**src/rtl/uart_pkg.sv**
```systemverilog
// Shared UART definitions: receiver state encoding, parity mode codes and the
// baud divisor helper used by both the receive and transmit cores.
package uart_pkg;

  typedef enum logic [2:0] {
    IDLE   = 3'd0,
    START  = 3'd1,
    DATA   = 3'd2,
    PARITY = 3'd3,
    STOP   = 3'd4
  } rx_state_t;

  localparam logic [1:0] PAR_NONE = 2'b00;
  localparam logic [1:0] PAR_EVEN = 2'b01;
  localparam logic [1:0] PAR_ODD  = 2'b10;

  function automatic int unsigned baud_div(input int unsigned clk_hz, input int unsigned baud);
    return clk_hz / baud;
  endfunction

endpackage

```
**src/rtl/uart_baud_tick.sv**
```systemverilog
// Restartable bit-period counter: counts 0..DIV-1 while enabled and raises a
// one-cycle tick at HALF-1, i.e. the middle of each bit once cleared on a start edge.
module uart_baud_tick
  import uart_pkg::*;
#(
  parameter int unsigned DIV  = 5208,
  parameter int unsigned HALF = DIV / 2
) (
  input  logic sys_clk,
  input  logic rst_n,
  input  logic clear,
  input  logic enable,
  output logic tick
);

  localparam int unsigned CW = (DIV > 1) ? $clog2(DIV) : 1;

  logic [CW-1:0] cnt;

  always_ff @(posedge sys_clk or negedge rst_n) begin
    if (!rst_n) begin
      cnt <= '0;
    end else if (clear) begin
      cnt <= '0;
    end else if (enable) begin
      cnt <= (cnt == CW'(DIV - 1)) ? '0 : cnt + 1'b1;
    end
  end

  assign tick = enable && !clear && (cnt == CW'(HALF - 1));

endmodule

```
**src/rtl/uart_rx_core.sv**
```systemverilog
// Parametrised UART receiver with glitch-rejecting start detect, framing/parity
// status and a valid/ready holding register. Parity support built with UART_RX_PARITY_EN.
module uart_rx_core
  import uart_pkg::*;
#(
  parameter int unsigned CLK_FREQ    = 50_000_000,
  parameter int unsigned BAUD        = 9600,
  parameter int unsigned DATA_BITS   = 8,
  parameter int unsigned STOP_BITS   = 1,
  parameter int unsigned SYNC_STAGES = 2
) (
  input  logic                 sys_clk,
  input  logic                 rst_n,
  input  logic                 rx,
  input  logic [1:0]           parity_mode,
  input  logic                 data_ready,
  output logic [DATA_BITS-1:0] data_out,
  output logic                 data_valid,
  output logic                 frame_err,
  output logic                 parity_err,
  output logic                 overrun,
  output logic                 busy
);

  localparam int unsigned BAUD_DIV = baud_div(CLK_FREQ, BAUD);
  localparam int unsigned HALF     = BAUD_DIV / 2;
  localparam int unsigned BW       = $clog2(DATA_BITS);

  logic [SYNC_STAGES-1:0] sync;
  logic                   rx_s;
  logic                   start_edge;
  logic                   tick;
  logic                   par_active;
  rx_state_t              state;
  logic [BW-1:0]          bit_cnt;
  logic                   stop_cnt;
  logic [DATA_BITS-1:0]   shift;
  logic                   ferr_acc;
  logic                   commit;
  logic                   commit_ferr;

  // Synchroniser presets high so reset release never looks like a start edge
  always_ff @(posedge sys_clk or negedge rst_n) begin
    if (!rst_n) sync <= '1;
    else        sync <= {sync[SYNC_STAGES-2:0], rx};
  end

  assign rx_s       = sync[SYNC_STAGES-1];
  assign start_edge = (state == IDLE) && sync[SYNC_STAGES-1] && !sync[SYNC_STAGES-2];
  assign busy       = (state != IDLE);

  uart_baud_tick #(
    .DIV  (BAUD_DIV),
    .HALF (HALF)
  ) u_baud (
    .sys_clk (sys_clk),
    .rst_n   (rst_n),
    .clear   (start_edge),
    .enable  (busy),
    .tick    (tick)
  );

  // FSM returns to IDLE at the final mid-stop sample; commit follows one cycle later
  always_ff @(posedge sys_clk or negedge rst_n) begin
    if (!rst_n) begin
      state       <= IDLE;
      bit_cnt     <= '0;
      stop_cnt    <= 1'b0;
      shift       <= '0;
      ferr_acc    <= 1'b0;
      commit      <= 1'b0;
      commit_ferr <= 1'b0;
    end else begin
      commit <= 1'b0;
      case (state)
        IDLE: begin
          if (start_edge) begin
            state    <= START;
            bit_cnt  <= '0;
            stop_cnt <= 1'b0;
            ferr_acc <= 1'b0;
          end
        end
        START: begin
          if (tick) state <= rx_s ? IDLE : DATA;
        end
        DATA: begin
          if (tick) begin
            shift <= {rx_s, shift[DATA_BITS-1:1]};
            if (bit_cnt == BW'(DATA_BITS - 1)) state <= par_active ? PARITY : STOP;
            else                               bit_cnt <= bit_cnt + 1'b1;
          end
        end
`ifdef UART_RX_PARITY_EN
        PARITY: begin
          if (tick) state <= STOP;
        end
`endif
        STOP: begin
          if (tick) begin
            if (stop_cnt == 1'(STOP_BITS - 1)) begin
              state       <= IDLE;
              commit      <= 1'b1;
              commit_ferr <= ferr_acc | ~rx_s;
            end else begin
              stop_cnt <= 1'b1;
              ferr_acc <= ferr_acc | ~rx_s;
            end
          end
        end
        default: state <= IDLE;
      endcase
    end
  end

  // Holding register: a commit always wins over consumption; overwrite of an unread word pulses overrun
  always_ff @(posedge sys_clk or negedge rst_n) begin
    if (!rst_n) begin
      data_out   <= '0;
      data_valid <= 1'b0;
      frame_err  <= 1'b0;
      overrun    <= 1'b0;
    end else begin
      overrun <= commit && data_valid && !data_ready;
      if (commit) begin
        data_out   <= shift;
        frame_err  <= commit_ferr;
        data_valid <= 1'b1;
      end else if (data_valid && data_ready) begin
        data_valid <= 1'b0;
      end
    end
  end

`ifdef UART_RX_PARITY_EN
  logic [1:0] mode_q;
  logic       perr_q;
  logic       perr_hold;

  always_ff @(posedge sys_clk or negedge rst_n) begin
    if (!rst_n) begin
      mode_q    <= PAR_NONE;
      perr_q    <= 1'b0;
      perr_hold <= 1'b0;
    end else begin
      if (start_edge) begin
        mode_q <= parity_mode;
        perr_q <= 1'b0;
      end else if (tick && (state == PARITY)) begin
        perr_q <= (^shift) ^ rx_s ^ (mode_q == PAR_ODD);
      end
      if (commit) perr_hold <= perr_q;
    end
  end

  assign par_active = (mode_q == PAR_EVEN) || (mode_q == PAR_ODD);
  assign parity_err = perr_hold;
`else
  logic unused_parity_mode;
  assign unused_parity_mode = ^parity_mode;
  assign par_active         = 1'b0;
  assign parity_err         = 1'b0;
`endif

endmodule

```
**config.mk**
```make
export PLATFORM = sky130hd
export DESIGN_NAME = uart_rx_core
export DESIGN_NICKNAME = d
export VERILOG_FILES = /design/src/rtl/uart_pkg.sv /design/src/rtl/uart_baud_tick.sv /design/src/rtl/uart_rx_core.sv
export SDC_FILE = /design/constraint.sdc
export NUM_CORES = 1
export LEC_CHECK = 0
export CAP_MARGIN = 20
export CORE_MARGIN = 4
export CORE_UTILIZATION = 56
export DETAILED_ROUTE_END_ITERATION = 7
export HOLD_SLACK_MARGIN = 0.02
export PLACE_DENSITY_LB_ADDON = 0.25
export SYNTH_ARGS = -nofsm -noshare
export SYNTH_HDL_FRONTEND = slang
export SYNTH_SLANG_ARGS = --single-unit
```
**constraint.sdc**
```tcl
create_clock -name sys_clk -period 2.2 [get_ports sys_clk]
set_clock_uncertainty 0.2 [all_clocks]
set_input_delay 0.44 -clock sys_clk [delete_from_list [all_inputs] [get_ports sys_clk]]
set_output_delay 0.44 -clock sys_clk [all_outputs]
set_load 0.005 [all_outputs]
```
==> metrics, run 1 <==
# Max-Cap Violations=0; DP HPWL=a little under 3 mm; TritonCTS Buffers=5; Synth cell types=between 40 and 50; reg-to-reg startpoint=u_baud.cnt[10]$_DFFE_PN0P_; CP required=around 2.2 ns; Logic pwr share=17.5%; top-level port count=19; GRT Total Usage=about a fifth; Hold Fails Final Rpt=0; worst-path cell chain=and4bb_2 > nand4_4 > nor4_4 > buf_4 > mux2_2; Worst setup EP type=flip-flop; Clk pin slew, worst setup/hold paths=0.13 ns; RSZ-0062 raised after global routing=no; Setup WS post-layout=0.108 ns; Clock Power Share=28.7%; Worst-Skew Late Latency=about 0.35 ns; Initial Utilization=between 50 and 60%; register area share after synthesis=53.3%; Die Ht=between 60 and 70 µm; core region area=~0.0034 mm²; Post-Synthesis Cell Area=around 0.002 mm²; Hold WS=0.171 ns; CP endpoint=shift[0]$_DFFE_PN0P_; dominant synthesized flop cell=dfrtp_1; fin crit period=~2.1 ns; r2r worst-path depth=5; syn_area_per_cell=between 10 and 15 µm²; Layout Area Growth over Synthesis=18.3%; Layout Cells excl Fill=254; reg2reg end=shift[0]$_DFFE_PN0P_; layout net count=around 220; final number of max-transition violations=0; Worst setup SP type=flip-flop; DR pass1 iterations=4; # diodes=0; Fmax=around 480 MHz; status=complete, no violations; CP peak stage delay=roughly 0.47 ns; Clk Tree Root Cell=clkbuf_4; hold depth=0; Fillers=~260; CP max-delay cell=dfrtp_1; Crit Path Category=reg2reg; Min-Delay Path Class=reg2reg; Net Sw Power=between 0.5 and 0.6 mW; setup tns final=0 ns; Tcrit/Tclk final=95.1%; Register Area=approximately 0.0011 mm²; critical path's top delay family=simple AND/OR/NAND/NOR gates; H-tree levels=2; Pwr Density=between 700 and 800 mW/mm²; Synthesized Nets=about 190; Worst Setup SP=u_baud.cnt[10]$_DFFE_PN0P_; initial antenna violation count=0; share of cells above drive strength 1=approximately 25%; RePlAce Congestion=approximately 0.90; CTS tree=done; die area=0.00464 mm²; Detailed Route WL=about 4 mm; Design Power=approximately 1.7 mW; FFs w/ async S/R, synth=100%; multi-input combinational cell area=a little over 900 µm²; synth warn=0; R2R setup slack=between 0.1 and 0.15 ns; vias in the first global route=1552; Post-synth EDFFs=0; via/cell ratio=around 6; internal power=1.21 mW; Sw Share=between 20 and 30%; first-pass GRT wire length=6.97 mm; largest net degree at the start of global routing=20; DP Worst Slack=0.120 ns; Starting DRT DRC Count=97; ANT nets after route=0; via count=~1500; CP Buf/Inv Count=1; Sink Count=43; critical path depth in cells=5; port buffer count=15; final setup fails=0; Peak VDD IR=approximately 0.44 mV; sequential share of power=approximately 54%; Routed wire per std cell=16.0 µm; CP max FO=8; # DRC=0; FP Rows=21; #FFs+latches synth=43; Gate Count Post-Synth=around 180; Static Leak=1.09 nW; Clock Tree Buf Depth=2; Post-Place Cells=243; width of the die=approximately 68 µm; Worst EP arrival=between 2 and 2.5 ns; global route overflow=0
Yosys cell counts, types with 4 or more instances:
cell type | instances | area, µm²
dfrtp_1 | 41 | 1030
mux2_2 | 18 | 203
nand2_1 | 13 | 48.8
a31oi_1 | 9 | 56.3
o21ai_0 | 9 | 45.0
inv_1 | 8 | 30.0
nand3_1 | 8 | 40.0
nor2_1 | 8 | 30.0
nand2b_1 | 7 | 43.8
a21oi_1 | 6 | 30.0
nand4_1 | 4 | 25.0
cells by family (layout without fill, tap and decap cells):
family	after synthesis	in the layout	share of synthesized area, %
AND/OR/NAND/NOR	61	61	18.8
flip-flops	43	43	53.3
AO/OA/AOI/OAI	39	39	12.6
multiplexers	18	18	10.0
buffers and inverters	13	42	2.85
adder cells (fa/ha/maj)	3	3	1.86
other	1	1	0.185
XOR/XNOR	1	1	0.433
power groups by stage:
stage                     registers (mW)  clock network (mW)  logic [mW]
after detailed placement           0.934                   0       0.279
after floorplan                    0.914                   0       0.188
after global placement             0.929                   0       0.259
final                              0.921               0.492       0.300
after global routing               0.930               0.536       0.325
after CTS                          0.917               0.508       0.293
final cells by class:
cell class | instances | share of cell area (%)
multi-input combinational | 123 | 38.1
sequential | 43 | 45.1
clock buffer | 5 | 1.57
clock inverter | 3 | 1.83
tap | 46 | 2.41
inverter | 8 | 1.26
timing repair buffer | 26 | 9.73
metrics by stage:
stage / cell area (µm²) / util [%]
after floorplan: 2020 / -
after global placement: 2260 / 66.1
after detailed placement: 2260 / 66.1
after CTS: 2370 / 69.4
after global routing: 2390 / 70.0
final: 2390 / 70.0
flip-flops by register name (all words and copies together), names as in the netlist, 2 cells and up:
name        cells
data_out        8
shift           8
bit_cnt         3
state           3
u_baud.cnt     13
sync            2
timing repair:
action                     CTS  global route
pin swaps                    0             1
hold buffers                 1             0
hold endpoints to repair    17             0
setup endpoints to repair    1             2
buffers inserted             2             0
gates resized for setup      2             6
worst reg2reg max path: stages, from the launching register on:
cell and delay [ns]:
dfrtp_1 0.47, and4bb_2 0.38, nand4_4 0.16, nor4_4 0.23
buf_4 0.21, mux2_2 0.35
worst min path at each step:
stage                                        end  slack [ns]              start
after floorplan           bit_cnt[0]$_DFFE_PN0P_       -0.06              rst_n
after global placement         sync[1]$_DFF_PN1_        0.17  sync[0]$_DFF_PN1_
after detailed placement       sync[1]$_DFF_PN1_        0.17  sync[0]$_DFF_PN1_
after CTS                      sync[1]$_DFF_PN1_        0.18  sync[0]$_DFF_PN1_
after global routing           sync[1]$_DFF_PN1_        0.19  sync[0]$_DFF_PN1_
final                          sync[1]$_DFF_PN1_        0.17  sync[0]$_DFF_PN1_
layout by cell type (no fill, tap or decap), types with 2 or more instances in the layout:
cell type	instances
or3_1	3
o21ai_0	9
nor2_1	7
mux2_2	18
buf_4	10
nand2_1	13
nand2b_1	7
and4bb_2	2
dfstp_2	2
nand4_1	4
and4_1	3
clkbuf_4	5
dfrtp_1	40
a21oi_1	6
a21o_1	3
a31oi_1	9
inv_1	7
ha_1	3
clkdlybuf4s50_1	13
o211ai_1	3
and3_1	3
a41oi_1	3
nand3_1	8
per-layer routing:
metal | track usage, % | up-vias | share of wire (%)
li1 | - | 715 | -
met1 | 25.6 | 753 | 43
met2 | 33.7 | 54 | 51
met3 | 3.61 | 6 | 5.2
met4 | 7.44 | 0 | 1.0
met5 | 0 | - | 0
Power figures use the tool's default switching activity.
==> inputs of run 2 (changes only) <==
--- a/config.mk
+++ b/config.mk
@@ -7,8 +7,9 @@
 export LEC_CHECK = 0
 export CAP_MARGIN = 20
 export CORE_MARGIN = 4
-export CORE_UTILIZATION = 56
+export CORE_UTILIZATION = 62
 export DETAILED_ROUTE_END_ITERATION = 7
+export DONT_BUFFER_PORTS = 1
 export HOLD_SLACK_MARGIN = 0.02
 export PLACE_DENSITY_LB_ADDON = 0.25
 export SYNTH_ARGS = -nofsm -noshare
==> run 2 against run 1 <==
  * Core utilization grew 1.3 points
  * Global-route usage up 0.78 points
  * Sequential share of layout area grew 4.0 points
  * Non-clock buffer count decreased by 18
  * Sequential power up 0.5%
  * Combinational power decreased by 12%
  * Register-to-register slack got worse by 0.04 ns
  * Final cell count shrank 7.9%
  * Via count fell by 2.9%
  * Design area shrank 8.2%
  * Critical path depth is the same
  * Critical path type unchanged
  * Largest power group unchanged
==> metrics, run 2 (synthesis results as in run 1) <==
status=complete, no violations; Min-Delay Path Class=in2reg; Detailed Route WL=3.95 mm; Fmax=between 400 and 500 MHz; Final Cell Area=~0.0022 mm²; Layout Area Growth over Synthesis=8.66%; Sink Count=between 40 and 50; Net Sw Power=roughly 0.5 mW; first-pass GRT wire length=between 6 and 7 mm; # DRC=0; GRT Total Usage=20.8%; # Max-Cap Violations=0; RePlAce Congestion=0.887; core region area=just over 0.003 mm²; Worst-Skew Late Latency=0.35 ns; Peak VDD IR=approximately 0.51 mV; DP Worst Slack=between 0.1 and 0.15 ns; initial antenna violation count=0; die area=about 0.0042 mm²; RSZ-0062 raised after global routing=yes; worst-path cell chain=and4bb_2 > nand4_4 > nor4_4 > buf_4 > mux2_2; H-tree levels=2; port buffer count=0; top-level port count=19; internal power=between 1 and 1.5 mW; Static Leak=between 1 and 1.5 nW; Clock Power Share=24.2%; Die Ht=between 60 and 70 µm; Hold Fails Final Rpt=0; FP Rows=20; Logic pwr share=about 17%; via/cell ratio=6.34; Design Power=approximately 1.6 mW; ANT nets after route=0; CP max-delay cell=dfrtp_2; DR pass1 iterations=4; TritonCTS Buffers=5; # diodes=0; Sw Share=between 30% and 40%; width of the die=between 60 and 70 µm; CTS tree=done; largest net degree at the start of global routing=44; CP required=2.25 ns; Final Util=71.4%; Setup WS post-layout=between 0.06 and 0.07 ns; Placed Area=approximately 0.0021 mm²; global route overflow=0; largest reg by FF count=u_baud.cnt; Fillers=233; final setup fails=0; Clock Tree Buf Depth=2; max reg flops=13; commonest non-fill, non-tap cell in the layout=dfrtp_1; Pwr Density=~700 mW/mm²; commonest cells after routing, fill and taps aside=dfrtp_1 (40), mux2_2 (18), nand2_1 (13); vias in the first global route=1441; sequential share of power=between 50% and 60%; CP peak stage delay=0.47 ns; CP max FO=8; via count=roughly 1500; Worst setup EP type=flip-flop; setup tns final=0 ns; Worst EP arrival=around 2.2 ns; Routed wire per std cell=approximately 17 µm; Crit Path Category=reg2reg; fin crit period=2.13 ns; biggest registers after layout=u_baud.cnt (13), data_out (8), shift (8); Tcrit/Tclk final=between 90% and 100%; Starting DRT DRC Count=about 220; DP HPWL=2.83 mm; CP Buf/Inv Count=1; critical path's top delay family=simple AND/OR/NAND/NOR gates; Clk Tree Root Cell=clkbuf_4; final number of max-transition violations=0; Clk pin slew, worst setup/hold paths=between 0.1 and 0.15 ns; layout net count=just under 200; Initial Utilization=65.7%; Worst setup SP type=flip-flop; share of cells above drive strength 1=23.2%
[run 2: worst paths after layout]
kind / endpoint / slack, ns / depth (start not counted) / startpoint
worst min register to register: sync[1]$_DFF_PN1_ / 0.18 / 0 / sync[0]$_DFF_PN1_
min in group asynchronous: u_baud.cnt[3]$_DFFE_PN0P_ / 0.34 / 2 / rst_n
worst max-delay path: shift[2]$_DFFE_PN0P_ / 0.07 / 5 / u_baud.cnt[10]$_DFFE_PN0P_
max in group asynchronous: sync[0]$_DFF_PN1_ / 1.19 / 2 / rst_n
worst min-delay path: data_valid$_DFFE_PN0P_ / 0.06 / 2 / data_ready
worst max register to register: shift[2]$_DFFE_PN0P_ / 0.07 / 5 / u_baud.cnt[10]$_DFFE_PN0P_
[run 2: metal layers]
layer / part of all wire (%) / vias up / routed length [µm] / GRT usage (%)
met3: 5.5 / 17 / 217 / 4.44
li1: - / 680 / - / -
met2: 51 / 59 / 2010 / 35.6
met1: 40 / 727 / 1600 / 25.4
met4: 3.2 / 0 / 127 / 8.81
met5: 0 / - / 0 / 0
[run 2: layout make-up]
| class | count | area, µm² | share of cell area (%) |
|---|---|---|---|
| tap | 44 | 55.1 | 2.51 |
| sequential | 43 | 1080 | 49.1 |
| timing repair buffer | 8 | 77.6 | 3.53 |
| inverter | 8 | 30.0 | 1.37 |
| multi-input combinational | 123 | 897 | 40.8 |
| clock inverter | 3 | 20.0 | 0.911 |
| clock buffer | 5 | 37.5 | 1.71 |
[run 2: worst reg2reg max path: cells and delay by family (launching register included)]
kind | cells | cell delay (ns)
buf+inv | 1 | 0.22
flops | 1 | 0.47
mux | 1 | 0.34
simple gates | 3 | 0.79
[run 2: power groups by stage]
stage                     logic (mW)  registers, mW  clock network, mW
after floorplan                0.188          0.914                  0
after global placement         0.225          0.929                  0
after detailed placement       0.240          0.936                  0
after CTS                      0.265          0.920              0.392
after global routing           0.302          0.935              0.434
final                          0.265          0.926              0.380
[run 2: through the flow]
stage / std cells / hold slack, ns
floorplan: 179 / -0.0556
global placement: 223 / -0.0545
detailed placement: 223 / -0.0545
CTS: 234 / 0.0545
global route: 234 / 0.0514
finish: 234 / 0.0625
[run 2: what timing repair did]
item	CTS	global route
hold endpoints to repair	44	0
setup endpoints to repair	0	8
buffers inserted	0	0
hold buffers	3	0
resized for setup	0	3
==> inputs of run 3 (changes only) <==
--- a/config.mk
+++ b/config.mk
@@ -5,9 +5,10 @@
 export SDC_FILE = /design/constraint.sdc
 export NUM_CORES = 1
 export LEC_CHECK = 0
+export ABC_AREA = 0
 export CAP_MARGIN = 20
 export CORE_MARGIN = 4
-export CORE_UTILIZATION = 62
+export CORE_UTILIZATION = 65
 export DETAILED_ROUTE_END_ITERATION = 7
 export DONT_BUFFER_PORTS = 1
 export HOLD_SLACK_MARGIN = 0.02
==> constraint.sdc (replaced) <==
create_clock -name sys_clk -period 2.5 [get_ports sys_clk]
set_clock_uncertainty 0.2 [all_clocks]
set_input_delay 0.5 -clock sys_clk [delete_from_list [all_inputs] [get_ports sys_clk]]
set_output_delay 0.5 -clock sys_clk [all_outputs]
set_load 0.005 [all_outputs]
==> run 3 against run 2 <==
  * Count of clock-buffer cells in the layout up 1
  * Wire length is 3.5% lower
  * First-iteration DRC count fell by 18%
  * Critical path type unchanged
==> metrics, run 3 (synthesis results as in run 1) <==
status=complete, no violations; commonest non-fill, non-tap cell in the layout=dfrtp_1; # DRC=0; Fillers=approximately 190; Tcrit/Tclk final=roughly 85%; Starting DRT DRC Count=between 150 and 200; layout net count=slightly below 200; width of the die=63.8 µm; commonest cells after routing, fill and taps aside=dfrtp_1 (41), mux2_2 (18), nand2_1 (13); port buffer count=0; top-level port count=19; Clock Tree Buf Depth=2; Min-Delay Path Class=in2reg; Clk pin slew, worst setup/hold paths=approximately 0.12 ns; CP required=approximately 2.6 ns; max reg flops=13; die area=around 0.004 mm²; Placed Area=a little over 0.002 mm²; final setup fails=0; via/cell ratio=around 6.6; DR pass1 iterations=4; GRT Total Usage=between 20% and 30%; Static Leak=around 1.0 nW; Initial Utilization=a little under three quarters; initial antenna violation count=0; setup tns final=0 ns; Peak VDD IR=~0.47 mV; Detailed Route WL=3.82 mm; # Max-Cap Violations=0; Sink Count=43; Clk Tree Root Cell=clkbuf_4; Setup WS post-layout=0.379 ns; Final Cell Area=~0.0022 mm²; DP Worst Slack=0.409 ns; Fmax=between 400 and 500 MHz; vias in the first global route=approximately 1500; DP HPWL=roughly 2.8 mm; fin crit period=about 2.1 ns; CP max FO=11; Routed wire per std cell=17.3 µm; final number of max-transition violations=0; # diodes=0; RePlAce Congestion=a little under 0.9; Pwr Density=636 mW/mm²; met3 WL=roughly 240 µm; first-pass GRT wire length=6.91 mm; Worst-Skew Late Latency=~0.35 ns; RSZ-0062 raised after global routing=no; Worst EP arrival=2.21 ns; Die Ht=roughly 64 µm; DR top layer=met4; TritonCTS Buffers=5; Hold Fails Final Rpt=0; largest net degree at the start of global routing=between 40 and 50; CTS tree=done; share of cells above drive strength 1=a little over a fifth; biggest registers after layout=u_baud.cnt (13), data_out (8), shift (8); Worst setup EP type=flip-flop; Final Util=between 70% and 80%; Layout Area Growth over Synthesis=6.68%; Crit Path Category=reg2reg; H-tree levels=2; postcts setup bufs=0; Hold WS=roughly 0.13 ns; routed wl met2=just under 2 mm; ANT nets after route=0; via count=1456; core region area=around 0.0029 mm²; FP Rows=19; largest reg by FF count=u_baud.cnt; Worst setup SP type=flip-flop; met1 WL=1.56 mm; global route overflow=0
run 3: changes by cell type in the layout (fill, tap and decap cells not counted):
cell | before | now
buf_4 | 5 | 4
clkbuf_1 | 0 | 1
clkinvlp_4 | 2 | 1
dfrtp_1 | 40 | 41
dfrtp_2 | 1 | 0
nor2_1 | 7 | 8
nor2_2 | 1 | 0
nor4_2 | 0 | 1
nor4_4 | 2 | 1
run 3: stage by stage:
step	cells	total power, mW
finish	220	1.37
global route	220	1.46
CTS	220	1.38
detailed placement	209	1.04
global placement	209	1.01
floorplan	179	0.970
run 3: layer usage:
metal | track usage, % | vias up
li1 | - | 678
met1 | 25.9 | 719
met2 | 36.5 | 54
met3 | 6.48 | 5
met4 | 8.36 | 0
met5 | 0 | -
run 3: path summary, 6_finish.rpt:
check	from	endpoint	slack (ns)	cells past startpoint
min	data_ready	data_valid$_DFFE_PN0P_	0.13	2
min reg2reg	sync[0]$_DFF_PN1_	sync[1]$_DFF_PN1_	0.18	0
max in group asynchronous	rst_n	sync[1]$_DFF_PN1_	1.45	2
max	u_baud.cnt[0]$_DFFE_PN0P_	u_baud.cnt[7]$_DFFE_PN0P_	0.38	6
max reg2reg	u_baud.cnt[0]$_DFFE_PN0P_	u_baud.cnt[7]$_DFFE_PN0P_	0.38	6
min in group asynchronous	rst_n	u_baud.cnt[5]$_DFFE_PN0P_	0.39	2
run 3: area by class of cell:
cell class / instances / area, µm² / share of cell area (%)
Timing Repair Buffer: 7 / 70.1 / 3.25
Sequential cell: 43 / 1080 / 50.0
Clock inverter: 2 / 12.5 / 0.580
Multi-Input combinational cell: 123 / 886 / 41.1
Tap cell: 31 / 38.8 / 1.80
Inverter: 8 / 30.0 / 1.39
Clock buffer: 6 / 41.3 / 1.91
run 3: worst max-delay path, stage by stage (launching register included):
cell	delay, ns
dfrtp_1	0.44
ha_1	0.27
and3_1	0.21
a41oi_1	0.38
buf_4	0.25
a41oi_1	0.13
a31oi_1	0.16
run 3: power breakdown:
part | internal, mW | switching [mW]
clock network | 0.109 | 0.222
registers | 0.744 | 0.0679
logic | 0.0912 | 0.138
total | 0.944 | 0.428
run 3: repair_timing:
item                                   in CTS  in global routing
endpoints found under the hold margin      44                  0
hold buffers                                3                  0
gates resized for setup                     0                  0
